### src/rtl/vga_timing_generator.sv
// 640x480@60 Hz VGA raster timing: pixel/line counters, active flag, delayed
// HSYNC/VSYNC, and line / vertical-blank / game-tick strobes.
// Every flag is registered from the next counter values, so it is aligned
// with the counts it describes.
module vga_timing_generator #(
    parameter int unsigned H_DISPLAY  = 640,
    parameter int unsigned H_FRONT    = 16,
    parameter int unsigned H_SYNC     = 96,
    parameter int unsigned H_BACK     = 48,
    parameter int unsigned V_DISPLAY  = 480,
    parameter int unsigned V_FRONT    = 10,
    parameter int unsigned V_SYNC     = 2,
    parameter int unsigned V_BACK     = 33,
    parameter int unsigned SYNC_DELAY = 2,
    parameter int unsigned TICK_DIV   = 1
) (
    input  logic       CLK,
    input  logic       RST_N,
    output logic [9:0] o_h_count,
    output logic [9:0] o_v_count,
    output logic       o_active,
    output logic       o_hsync,
    output logic       o_vsync,
    output logic       o_line_start,
    output logic       o_vblank_start,
    output logic       o_game_tick
);

    localparam int unsigned H_TOTAL = H_DISPLAY + H_FRONT + H_SYNC + H_BACK;
    localparam int unsigned V_TOTAL = V_DISPLAY + V_FRONT + V_SYNC + V_BACK;

    localparam logic [9:0] HLast      = 10'(H_TOTAL - 1);
    localparam logic [9:0] VLast      = 10'(V_TOTAL - 1);
    localparam logic [9:0] HDisp      = 10'(H_DISPLAY);
    localparam logic [9:0] VDisp      = 10'(V_DISPLAY);
    localparam logic [9:0] HSyncFirst = 10'(H_DISPLAY + H_FRONT);
    localparam logic [9:0] HSyncLast  = 10'(H_DISPLAY + H_FRONT + H_SYNC - 1);
    localparam logic [9:0] VSyncFirst = 10'(V_DISPLAY + V_FRONT);
    localparam logic [9:0] VSyncLast  = 10'(V_DISPLAY + V_FRONT + V_SYNC - 1);
    localparam logic [7:0] TickLast   = 8'(TICK_DIV - 1);

    logic [9:0] h_q, h_d;
    logic [9:0] v_q, v_d;
    logic       active_q, active_d;
    logic       line_start_q, line_start_d;
    logic       vblank_q, vblank_d;
    logic       tick_q, tick_d;
    logic [7:0] div_q, div_d;
    logic       hs_raw_q, hs_raw_d;
    logic       vs_raw_q, vs_raw_d;

    // Free-running raster counters; v advances only when h wraps.
    always_comb begin
        h_d = h_q + 10'd1;
        v_d = v_q;
        if (h_q == HLast) begin
            h_d = '0;
            v_d = (v_q == VLast) ? '0 : v_q + 10'd1;
        end
    end

    // Flags decoded from the next counts so they land on the same edge as the counts.
    always_comb begin
        active_d     = (h_d < HDisp) && (v_d < VDisp);
        line_start_d = (h_d == '0);
        vblank_d     = (h_d == '0) && (v_d == VDisp);
        hs_raw_d     = !((h_d >= HSyncFirst) && (h_d <= HSyncLast));
        vs_raw_d     = !((v_d >= VSyncFirst) && (v_d <= VSyncLast));
    end

    // Game-tick divider: count vblanks, fire and clear on the TICK_DIV-th one.
    always_comb begin
        div_d  = div_q;
        tick_d = 1'b0;
        if (vblank_d) begin
            if (div_q == TickLast) begin
                div_d  = '0;
                tick_d = 1'b1;
            end else begin
                div_d = div_q + 8'd1;
            end
        end
    end

    // State and registered outputs; reset leaves the raster parked at (0,0).
    always_ff @(posedge CLK or negedge RST_N) begin
        if (!RST_N) begin
            h_q          <= '0;
            v_q          <= '0;
            active_q     <= 1'b1;
            line_start_q <= 1'b0;
            vblank_q     <= 1'b0;
            tick_q       <= 1'b0;
            div_q        <= '0;
            hs_raw_q     <= 1'b1;
            vs_raw_q     <= 1'b1;
        end else begin
            h_q          <= h_d;
            v_q          <= v_d;
            active_q     <= active_d;
            line_start_q <= line_start_d;
            vblank_q     <= vblank_d;
            tick_q       <= tick_d;
            div_q        <= div_d;
            hs_raw_q     <= hs_raw_d;
            vs_raw_q     <= vs_raw_d;
        end
    end

    // Sync delay line matching the colour pipeline latency.
    generate
        if (SYNC_DELAY == 0) begin : g_no_dly
            assign o_hsync = hs_raw_q;
            assign o_vsync = vs_raw_q;
        end else begin : g_dly
            logic [SYNC_DELAY-1:0] hs_dly_q, hs_dly_d;
            logic [SYNC_DELAY-1:0] vs_dly_q, vs_dly_d;

            // Shift the aligned raw syncs in at bit 0; the oldest sample leaves the top.
            always_comb begin
                hs_dly_d = (hs_dly_q << 1) | SYNC_DELAY'(hs_raw_q);
                vs_dly_d = (vs_dly_q << 1) | SYNC_DELAY'(vs_raw_q);
            end

            // Delay stages idle high (sync inactive) through reset.
            always_ff @(posedge CLK or negedge RST_N) begin
                if (!RST_N) begin
                    hs_dly_q <= '1;
                    vs_dly_q <= '1;
                end else begin
                    hs_dly_q <= hs_dly_d;
                    vs_dly_q <= vs_dly_d;
                end
            end

            assign o_hsync = hs_dly_q[SYNC_DELAY-1];
            assign o_vsync = vs_dly_q[SYNC_DELAY-1];
        end
    endgenerate

    assign o_h_count      = h_q;
    assign o_v_count      = v_q;
    assign o_active       = active_q;
    assign o_line_start   = line_start_q;
    assign o_vblank_start = vblank_q;
    assign o_game_tick    = tick_q;

endmodule

### config.mk
export PLATFORM = sky130hd
export DESIGN_NAME = vga_timing_generator
export DESIGN_NICKNAME = d
export VERILOG_FILES = /design/src/rtl/vga_timing_generator.sv
export SDC_FILE = /design/constraint.sdc
export NUM_CORES = 1
export LEC_CHECK = 0
export CAP_MARGIN = 10
export CORE_AREA = 2 2 69 71
export DETAILED_ROUTE_END_ITERATION = 16
export DIE_AREA = 0 0 71 73
export PLACE_DENSITY = 0.72
export SETUP_SLACK_MARGIN = 0.4
export SLEW_MARGIN = 20
export SYNTH_ARGS = -nofsm -noshare
export SYNTH_HDL_FRONTEND = slang
export SYNTH_SLANG_ARGS = --single-unit
### constraint.sdc
create_clock -name CLK -period 7.6 [get_ports CLK]
set_input_delay 1.9 -clock CLK [delete_from_list [all_inputs] [get_ports CLK]]
set_output_delay 1.9 -clock CLK [all_outputs]
set_load 0.05 [all_outputs]
# ---- Word-level counts from Yosys, hierarchy flattened
# Index checks and enable logic that the tools add are counted.
dict set report classes {
  addsub 3
  magnitude_cmp 6
  n_eq_ne 3
  mux 6
  bitwise 2
  reduce_logical 8
}
# cell n
set op_table {}
lappend op_table {{10-bit two-way mux} 3}
lappend op_table {{10-bit by 1-bit adder with 10-bit output, second input constant} 2}
lappend op_table {{10-bit == test, second input constant} 2}
lappend op_table {{10-bit by 9-bit == test with 1-bit output, second input constant} 1}
lappend op_table {{10-bit >= comparator, second input constant} 1}
lappend op_table {{10-bit by 9-bit >= comparator with 1-bit output, second input constant} 1}
lappend op_table {{10-bit <= comparator, second input constant} 1}
lappend op_table {{10-bit by 9-bit <= comparator with 1-bit output, second input constant} 1}
lappend op_table {{10-bit zero test} 1}
lappend op_table {{10-bit < comparator, second input constant} 1}
lappend op_table {{10-bit by 9-bit < comparator with 1-bit output, second input constant} 1}
lappend op_table {{8-bit by 1-bit adder with 8-bit output, second input constant} 1}
lappend op_table {{8-bit zero test} 1}
lappend op_table {{8-bit two-way mux} 1}
lappend op_table {{1-bit logical AND} 4}
lappend op_table {{2-bit by 1-bit OR with 2-bit output} 2}
lappend op_table {{1-bit zero test} 2}
lappend op_table {{1-bit two-way mux} 2}
dict set report word_totals {
  register_bits 38
  inputBits 2
  elab_cells 39
}

# ---- Logic depth before layout (Yosys ltp)
# Gate-level depths: netlist of run 1.
dict set report logic_depth {
  ltp_word 6
  mapped_depth 10
}

# ---- Least setup slack after synthesis of run 1
# OpenSTA, ideal clock, no wires.
dict set report synth_path {
  path_kind {register -> register}
  start {reg h_q[0], in the netlist o_h_count[0]}
  end {reg div_q[0]}
  setup_ps 118
  arrival_ps 3161
  t_required_ps 7482
  slack_ps 4321
  path_stages_with_launch 10
  n_path_buf 1
  period_less_slack_ps 3279
  path_cell_list {dfrtp_1 -> ha_1 -> nand4_2 -> or3_1 -> buf_6 -> nor3_1 -> a31oi_1 -> or3_2 -> or4_4 -> a21o_1}
}
dict set report synth_via {
  elab_chain_cells 4
  elab_cells_between_ends 7
}
# element line_no
set synth_rtl {}
lappend synth_rtl {{start, declared} 42} ;# logic [9:0] h_q, h_d;
lappend synth_rtl {{start signal, assigned} 88} ;# h_q <= '0;
lappend synth_rtl {{start signal, assigned} 98} ;# h_q <= h_d;
lappend synth_rtl {{10-bit by 1-bit adder with 10-bit output or 10-bit == test (tied branches)} {54, 56}}
lappend synth_rtl {{10-bit two-way mux} 56} ;# if (h_q == HLast) begin
lappend synth_rtl {{10-bit zero test or 10-bit by 9-bit == test with 1-bit output (tied branches)} 66} ;# vblank_d = (h_d == '0) && (v_d == VDisp);
lappend synth_rtl {{1-bit logical AND *} 66}
lappend synth_rtl {{end signal, assigned} 104} ;# div_q <= div_d;
lappend synth_rtl {{end, declared} 48} ;# logic [7:0] div_q, div_d;
# Mark *: on every way between the ends. The rest lies on a longest branch, timed or not.
# A chain may end at the register's enable or synchronous reset.

# ---- Final worst setup path of run 1
dict set report layout_path {
  start {reg h_q[5], in the netlist o_h_count[5]}
  end {out o_h_count[5]}
}
# element line_no
set layout_rtl {}
lappend layout_rtl {{end, declared} 19} ;# output logic [9:0] o_h_count,
# No word-level cell between the ends.

==> out/results.tsv, run 1 <==
metric	value	unit
Synth Instances	220	
Crit-path slowest cell	clkdlybuf4s50_1	
Post-CTS Setup Bufs	0	
worst endpoint data arrival time	1.79	ns
Setup violations, final	0	
Initial DRT Pass Iterations	5	
largest net degree at the start of global routing	39	
Final Max Tran Viols	0	
total gr overflow	0	
final period utilization	48.51	%
Clk pin slew, worst setup/hold paths	0.08	ns
share of cells above drive strength 1	11.16	%
Routed WL	4255	µm
asr flop ratio synth	100.0	%
final hold vios	0	
CTS root buffer	clkbuf_8	
endpoint class of the critical path	primary output	
maximum buffer depth of the clock tree	2	
Max Clk Rate	0.2712	GHz
1st-iter DRT viols	174	
Post-Place Cell Area	2417	µm²
Leakage	1.046	nW
die area	5183	µm²
Total GRT Usage	17.72	%
maximum vdd ir drop	0.00008550	V
worst rel slew slack	44.61	%
CP peak stage delay	0.88	ns
WL/cell	14.38	µm
Post-route DRC	0	
Die X-Extent	71	µm
Antenna Violating Nets Remaining	0	
Finished Core Util	55.81	%
RSZ-0062 raised after global routing	no	
Post-CTS Hold Fix Bufs	0	
IO Port Bufs	27	
Max-Cap Viols	0	
power consumption	0.3826	mW
TNS Setup	0	ns
vias in the first global route	1524	
crit path buf inv count	1	
hpwl dp	3000	µm
pwr/cell area	151.2	nW/µm²
worst-margin pin slew	0.8308	ns
clk_skew	0.007949	ns
Final Cell Area	2531	µm²
Core ar.	4536	µm²
Synth cell types	56	
Post-synth EDFFs	0	
io pins	28	
Inserted Clock Buffers	5	
Mean Syn Cell Area	9.811	µm²
Crit Path Class	reg -> out	
global-route wire length before repair	7210	µm
dominant synthesized flop cell	dfrtp_1	
Crit path max-delay family	buffers and inverters	
WP data required	5.70	ns
Resize count post-CTS	0	
routability congestion estimate	0.8998	
Row Count	25	
worst-path maximum fanout	12	
Fin Hold WS	0.3578	ns
CP cell instances	clkdlybuf4s50_1	
initial antenna violation count	0	
status	finished clean	
# diodes	0	
CTS tree	done	
sequential area share after synthesis	44.46	%
flops & latches, synth	38	
Syn Std Cell Area	2158	µm²
Starting Density	47.59	%
Layout area overhead	17.28	%
Via density	5.824	
Yosys warning count	0	
Net Count, Synth	229	
Period minus WS final	3.687	ns
Sink Count	38	
Worst-Skew Late Latency	0.30	ns
H-tree levels	2	
Vias	1724	
Nets	250	
HP Class	reg -> reg	
critical path launch point type	flop	
chip height	73	µm
==> per-layer routing <==
metal	part of all wire, %	vias up	track usage [%]
met3	3.6	8	3.591
met2	46	32	27.31
met5	0	-	0
li1	-	840	-
met4	2.0	0	8.176
met1	48	844	24.14
==> through the flow <==
| step | worst slack (ns) | instances |
|---|---|---|
| 2_1_floorplan | 4.321 | 220 |
| 3_3_place_gp | 4.238 | 288 |
| 3_5_place_dp | 4.135 | 288 |
| 4_1_cts | 3.905 | 296 |
| 5_1_grt | 3.834 | 296 |
| 6_report | 3.913 | 296 |
==> report_power, final <==
part	total [mW]	internal, mW	switching, mW
clock network	0.177	0.0976	0.0789
logic	0.00390	0.000186	0.00371
registers	0.202	0.202	0
==> placed cells by master (no fill, tap or decap), drive strengths merged, types with 6 or more instances in the layout <==
cell,synthesis,final
nand4,6,6
a31oi,8,8
nand3,13,13
ha,7,7
xor2,9,9
inv,15,15
xnor2,9,9
o21ai,11,11
nor3,11,11
clkdlybuf4s50,0,26
dfstp,7,7
dfrtp,31,31
nand2,15,15
nor2,10,10
==> synthesized netlist by cell type (2+ instances only) <==
library cell / instances / area, µm²
dfrtp_1: 31 / 775.7
inv_1: 15 / 56.30
nand2_1: 15 / 56.30
nand3_1: 13 / 65.06
nor3_1: 10 / 50.05
nor2_1: 9 / 33.78
o21ai_0: 9 / 45.04
xnor2_1: 9 / 78.83
xor2_1: 9 / 78.83
a31oi_1: 8 / 50.05
dfstp_2: 7 / 183.9
ha_1: 7 / 87.58
and3_1: 5 / 31.28
clkbuf_1: 5 / 18.77
nand4_1: 5 / 31.28
a21oi_1: 4 / 20.02
buf_2: 4 / 20.02
and4_1: 3 / 26.28
nor2b_1: 3 / 18.77
nor4_1: 3 / 18.77
o31ai_1: 3 / 22.52
a211oi_1: 2 / 15.01
and2_1: 2 / 12.51
buf_6: 2 / 22.52
nor4_2: 2 / 25.02
o211ai_1: 2 / 15.01
o21ai_1: 2 / 10.01
or3_1: 2 / 12.51
or4_1: 2 / 15.01
==> layout make-up <==
type,count,area (µm²)
Clock buffer,5,68.82
Clock inverter,3,45.04
Fill cell,412,2004
Inverter,15,56.30
Multi-Input combinational cell,154,1069
Sequential cell,38,959.7
Tap cell,54,67.56
Timing Repair Buffer,27,265.3
==> sequential cells by signal, indices dropped and copies added (netlist names) <==
register        count
div_q               8
o_game_tick         1
g_dly.vs_dly_q      2
o_vblank_start      1
o_active            1
vs_raw_q            1
o_v_count          10
o_line_start        1
o_h_count          10
hs_raw_q            1
g_dly.hs_dly_q      2
==> worst paths after layout <==
check,start,to,slack (ns),depth (start not counted)
max in group asynchronous,RST_N,o_v_count[2],5.39,1
worst max-delay path,o_h_count[5],o_h_count[5],3.91,1
min in group asynchronous,RST_N,o_h_count[9],1.69,1
worst min-delay path,hs_raw_q,g_dly.hs_dly_q[0],0.36,0
worst min register to register,hs_raw_q,g_dly.hs_dly_q[0],0.36,0
worst max register to register,o_h_count[0],div_q[0],4.10,8
==> cells by family (layout without fill, tap and decap cells) <==
family | after synthesis | in the layout | synth area share (%)
buffers and inverters | 28 | 50 | 6.029
multiplexers | 2 | 2 | 0.9855
XOR/XNOR | 18 | 18 | 7.305
AND/OR/NAND/NOR | 86 | 86 | 24.58
adder cells (fa/ha/maj) | 7 | 7 | 4.058
AO/OA/AOI/OAI | 41 | 41 | 12.58
flip-flops | 38 | 38 | 44.46
Note: power is estimated with default switching activity, not from simulation.
==> inputs of run 2 (changes only) <==
- CORE_AREA: 2 2 69 71 -> 2 2 70 72
- DIE_AREA: 0 0 71 73 -> 0 0 72 74
- PLACE_DENSITY: 0.72 -> 0.73
- clock period: 7.6 -> 3.26 ns (I/O delays scaled with it)
==> run 2 against run 1 <==
Core utilization rose by 3.2 points. Wire length rose by 6.2%. Count of clock-buffer cells in the layout did not move. Power rose by 130%. Sequential power rose by 130%. Non-clock buffer count rose by 7.
==> out/results.tsv, run 2 (synthesis results as in run 1) <==
metric	value	unit	change
status	finished clean		unchanged
worst reg2reg setup slack	0.49	ns	was 4.10 ns
worst-path maximum fanout	10		was 12
total gr overflow	0		unchanged
Setup violations, final	0		unchanged
RSZ-0062 raised after global routing	no		unchanged
dpl cells	290		was 288
routability congestion estimate	0.8740		was 0.8998
Clk pin slew, worst setup/hold paths	0.07	ns	was 0.08 ns
final period utilization	84.98	%	
H-tree levels	2		unchanged
CTS tree	done		unchanged
Finished Core Util	59.02	%	was 55.81%
# diodes	0		unchanged
Total GRT Usage	18.02	%	was 17.72%
HP Class	reg -> reg		unchanged
Routed WL	4517	µm	was 4255 µm
vias in the first global route	1535		was 1,524
Period minus WS final	2.770	ns	
maximum vdd ir drop	0.0002261	V	was 0.00008550 V
Antenna Violating Nets Remaining	0		unchanged
initial antenna violation count	0		unchanged
Post-CTS Hold Fix Bufs	0		unchanged
critical path launch point type	flop		unchanged
Crit-path slowest cell	or4_4		was clkdlybuf4s50_1
setup ws final	0.4898	ns	was 3.913 ns
Max-Cap Viols	0		unchanged
Crit path max-delay family	simple AND/OR/NAND/NOR gates		was buffers and inverters
CP startpoint	o_h_count[6]		was o_h_count[5]
IO Port Bufs	27		unchanged
final non-filler cell total	304		was 296
WL/cell	14.86	µm	was 14.38 µm
io pins	28		unchanged
hold path depth	0		unchanged
endpoint class of the critical path	flop		was primary output
Via density	5.750		was 5.824
worst endpoint data arrival time	2.95	ns	was 1.79 ns
Final Max Tran Viols	0		unchanged
Post-Place Cell Area	2515	µm²	was 2417 µm²
WP data required	3.44	ns	was 5.70 ns
WP depth	8		was 1
Core ar.	4598	µm²	was 4536 µm²
largest net degree at the start of global routing	39		unchanged
Crit Path Class	reg -> reg		was reg -> out
worst setup path end	div_q[2]		was o_h_count[5]
Max Clk Rate	0.3610	GHz	
Starting Density	46.94	%	was 47.59%
post-place setup slack	0.2423	ns	was 4.135 ns
commonest non-fill, non-tap cell in the layout	clkdlybuf4s50_1		was dfrtp_1
Inserted Clock Buffers	5		unchanged
Nets	258		was 250
Sink Count	38		unchanged
TNS Setup	0	ns	unchanged
share of cells above drive strength 1	24.00	%	was 11.16%
Initial DRT Pass Iterations	6		was 5
1st-iter DRT viols	94		was 174
Die X-Extent	72	µm	was 71 µm
Worst R2R End	div_q[2]		was div_q[0]
maximum buffer depth of the clock tree	2		unchanged
crit path buf inv count	1		unchanged
worst rel slew slack	44.94	%	was 44.61%
worst-margin pin slew	0.8259	ns	was 0.8308 ns
Layout area overhead	25.74	%	was 17.28%
die area	5328	µm²	was 5183 µm²
Fin Hold WS	0.3573	ns	was 0.3578 ns
clk_skew	0.01006	ns	was 0.007949 ns
CP peak stage delay	0.50	ns	was 0.88 ns
hpwl dp	3030	µm	was 3000 µm
Row Count	25		unchanged
Vias	1748		was 1,724
CTS root buffer	clkbuf_8		unchanged
Worst-Skew Late Latency	0.30	ns	about the same
most frequent cells in the layout	26 x clkdlybuf4s50_1, 20 x dfrtp_1, 15 x inv_1, 15 x nand2_1, 13 x nand3_1		was 31 x dfrtp_1, 26 x clkdlybuf4s50_1, 15 x inv_1, 15 x nand2_1, 13 x nand3_1
power consumption	0.8817	mW	was 0.3826 mW
Final Cell Area	2714	µm²	was 2531 µm²
Post-route DRC	0		unchanged
pwr/cell area	324.9	nW/µm²	was 151.2 nW/µm²
final hold vios	0		unchanged
Leakage	1.113	nW	was 1.046 nW
R2R depth	8		unchanged
CP cell instances	nand4bb_4 > or3_4 > buf_4 > o31ai_4 > o211ai_1 > or4_4 > nor3_4 > mux2_4		was clkdlybuf4s50_1
worst r2r src	o_h_count[6]		was o_h_count[0]
chip height	74	µm	was 73 µm
global-route wire length before repair	7403	µm	was 7210 µm
-- run 2: layer usage --
| layer | track usage (%) | wire (µm) |
|---|---|---|
| met3 | 4.201 | 225 |
| met5 | 0 | 0 |
| met1 | 25.13 | 2079 |
| met4 | 7.966 | 70 |
| met2 | 27.06 | 2141 |
-- run 2: final cells by class --
| type | count | area, µm² |
|---|---|---|
| sequential | 38 | 973.4 |
| clock inverter | 3 | 40.04 |
| clock buffer | 5 | 68.82 |
| multi-input combinational | 155 | 1190 |
| tap | 54 | 67.56 |
| inverter | 15 | 56.30 |
| timing repair buffer | 34 | 317.8 |
| fill | 398 | 1884 |
-- run 2: how the worst min path moves through the flow --
stage	start	to	slack, ns
floorplan	hs_raw_q	g_dly.hs_dly_q[0]	0.35
global placement	g_dly.vs_dly_q[0]	g_dly.vs_dly_q[1]	0.35
detailed placement	vs_raw_q	g_dly.vs_dly_q[0]	0.35
CTS	hs_raw_q	g_dly.hs_dly_q[0]	0.36
global route	hs_raw_q	g_dly.hs_dly_q[0]	0.36
finish	hs_raw_q	g_dly.hs_dly_q[0]	0.36
-- run 2: report_power, final --
part	total [mW]	switching [mW]	internal [mW]
logic	0.00903	0.00860	0.000432
registers	0.471	0	0.471
clock network	0.401	0.176	0.225
-- run 2: repair_timing --
action / in CTS / in global routing
gates resized for setup: 3 / 6
gates cloned: 0 / 1
setup endpoints to repair: 9 / 6
setup buffers: 0 / 5
endpoints found under the hold margin: 0 / 0
pin swaps: 0 / 2
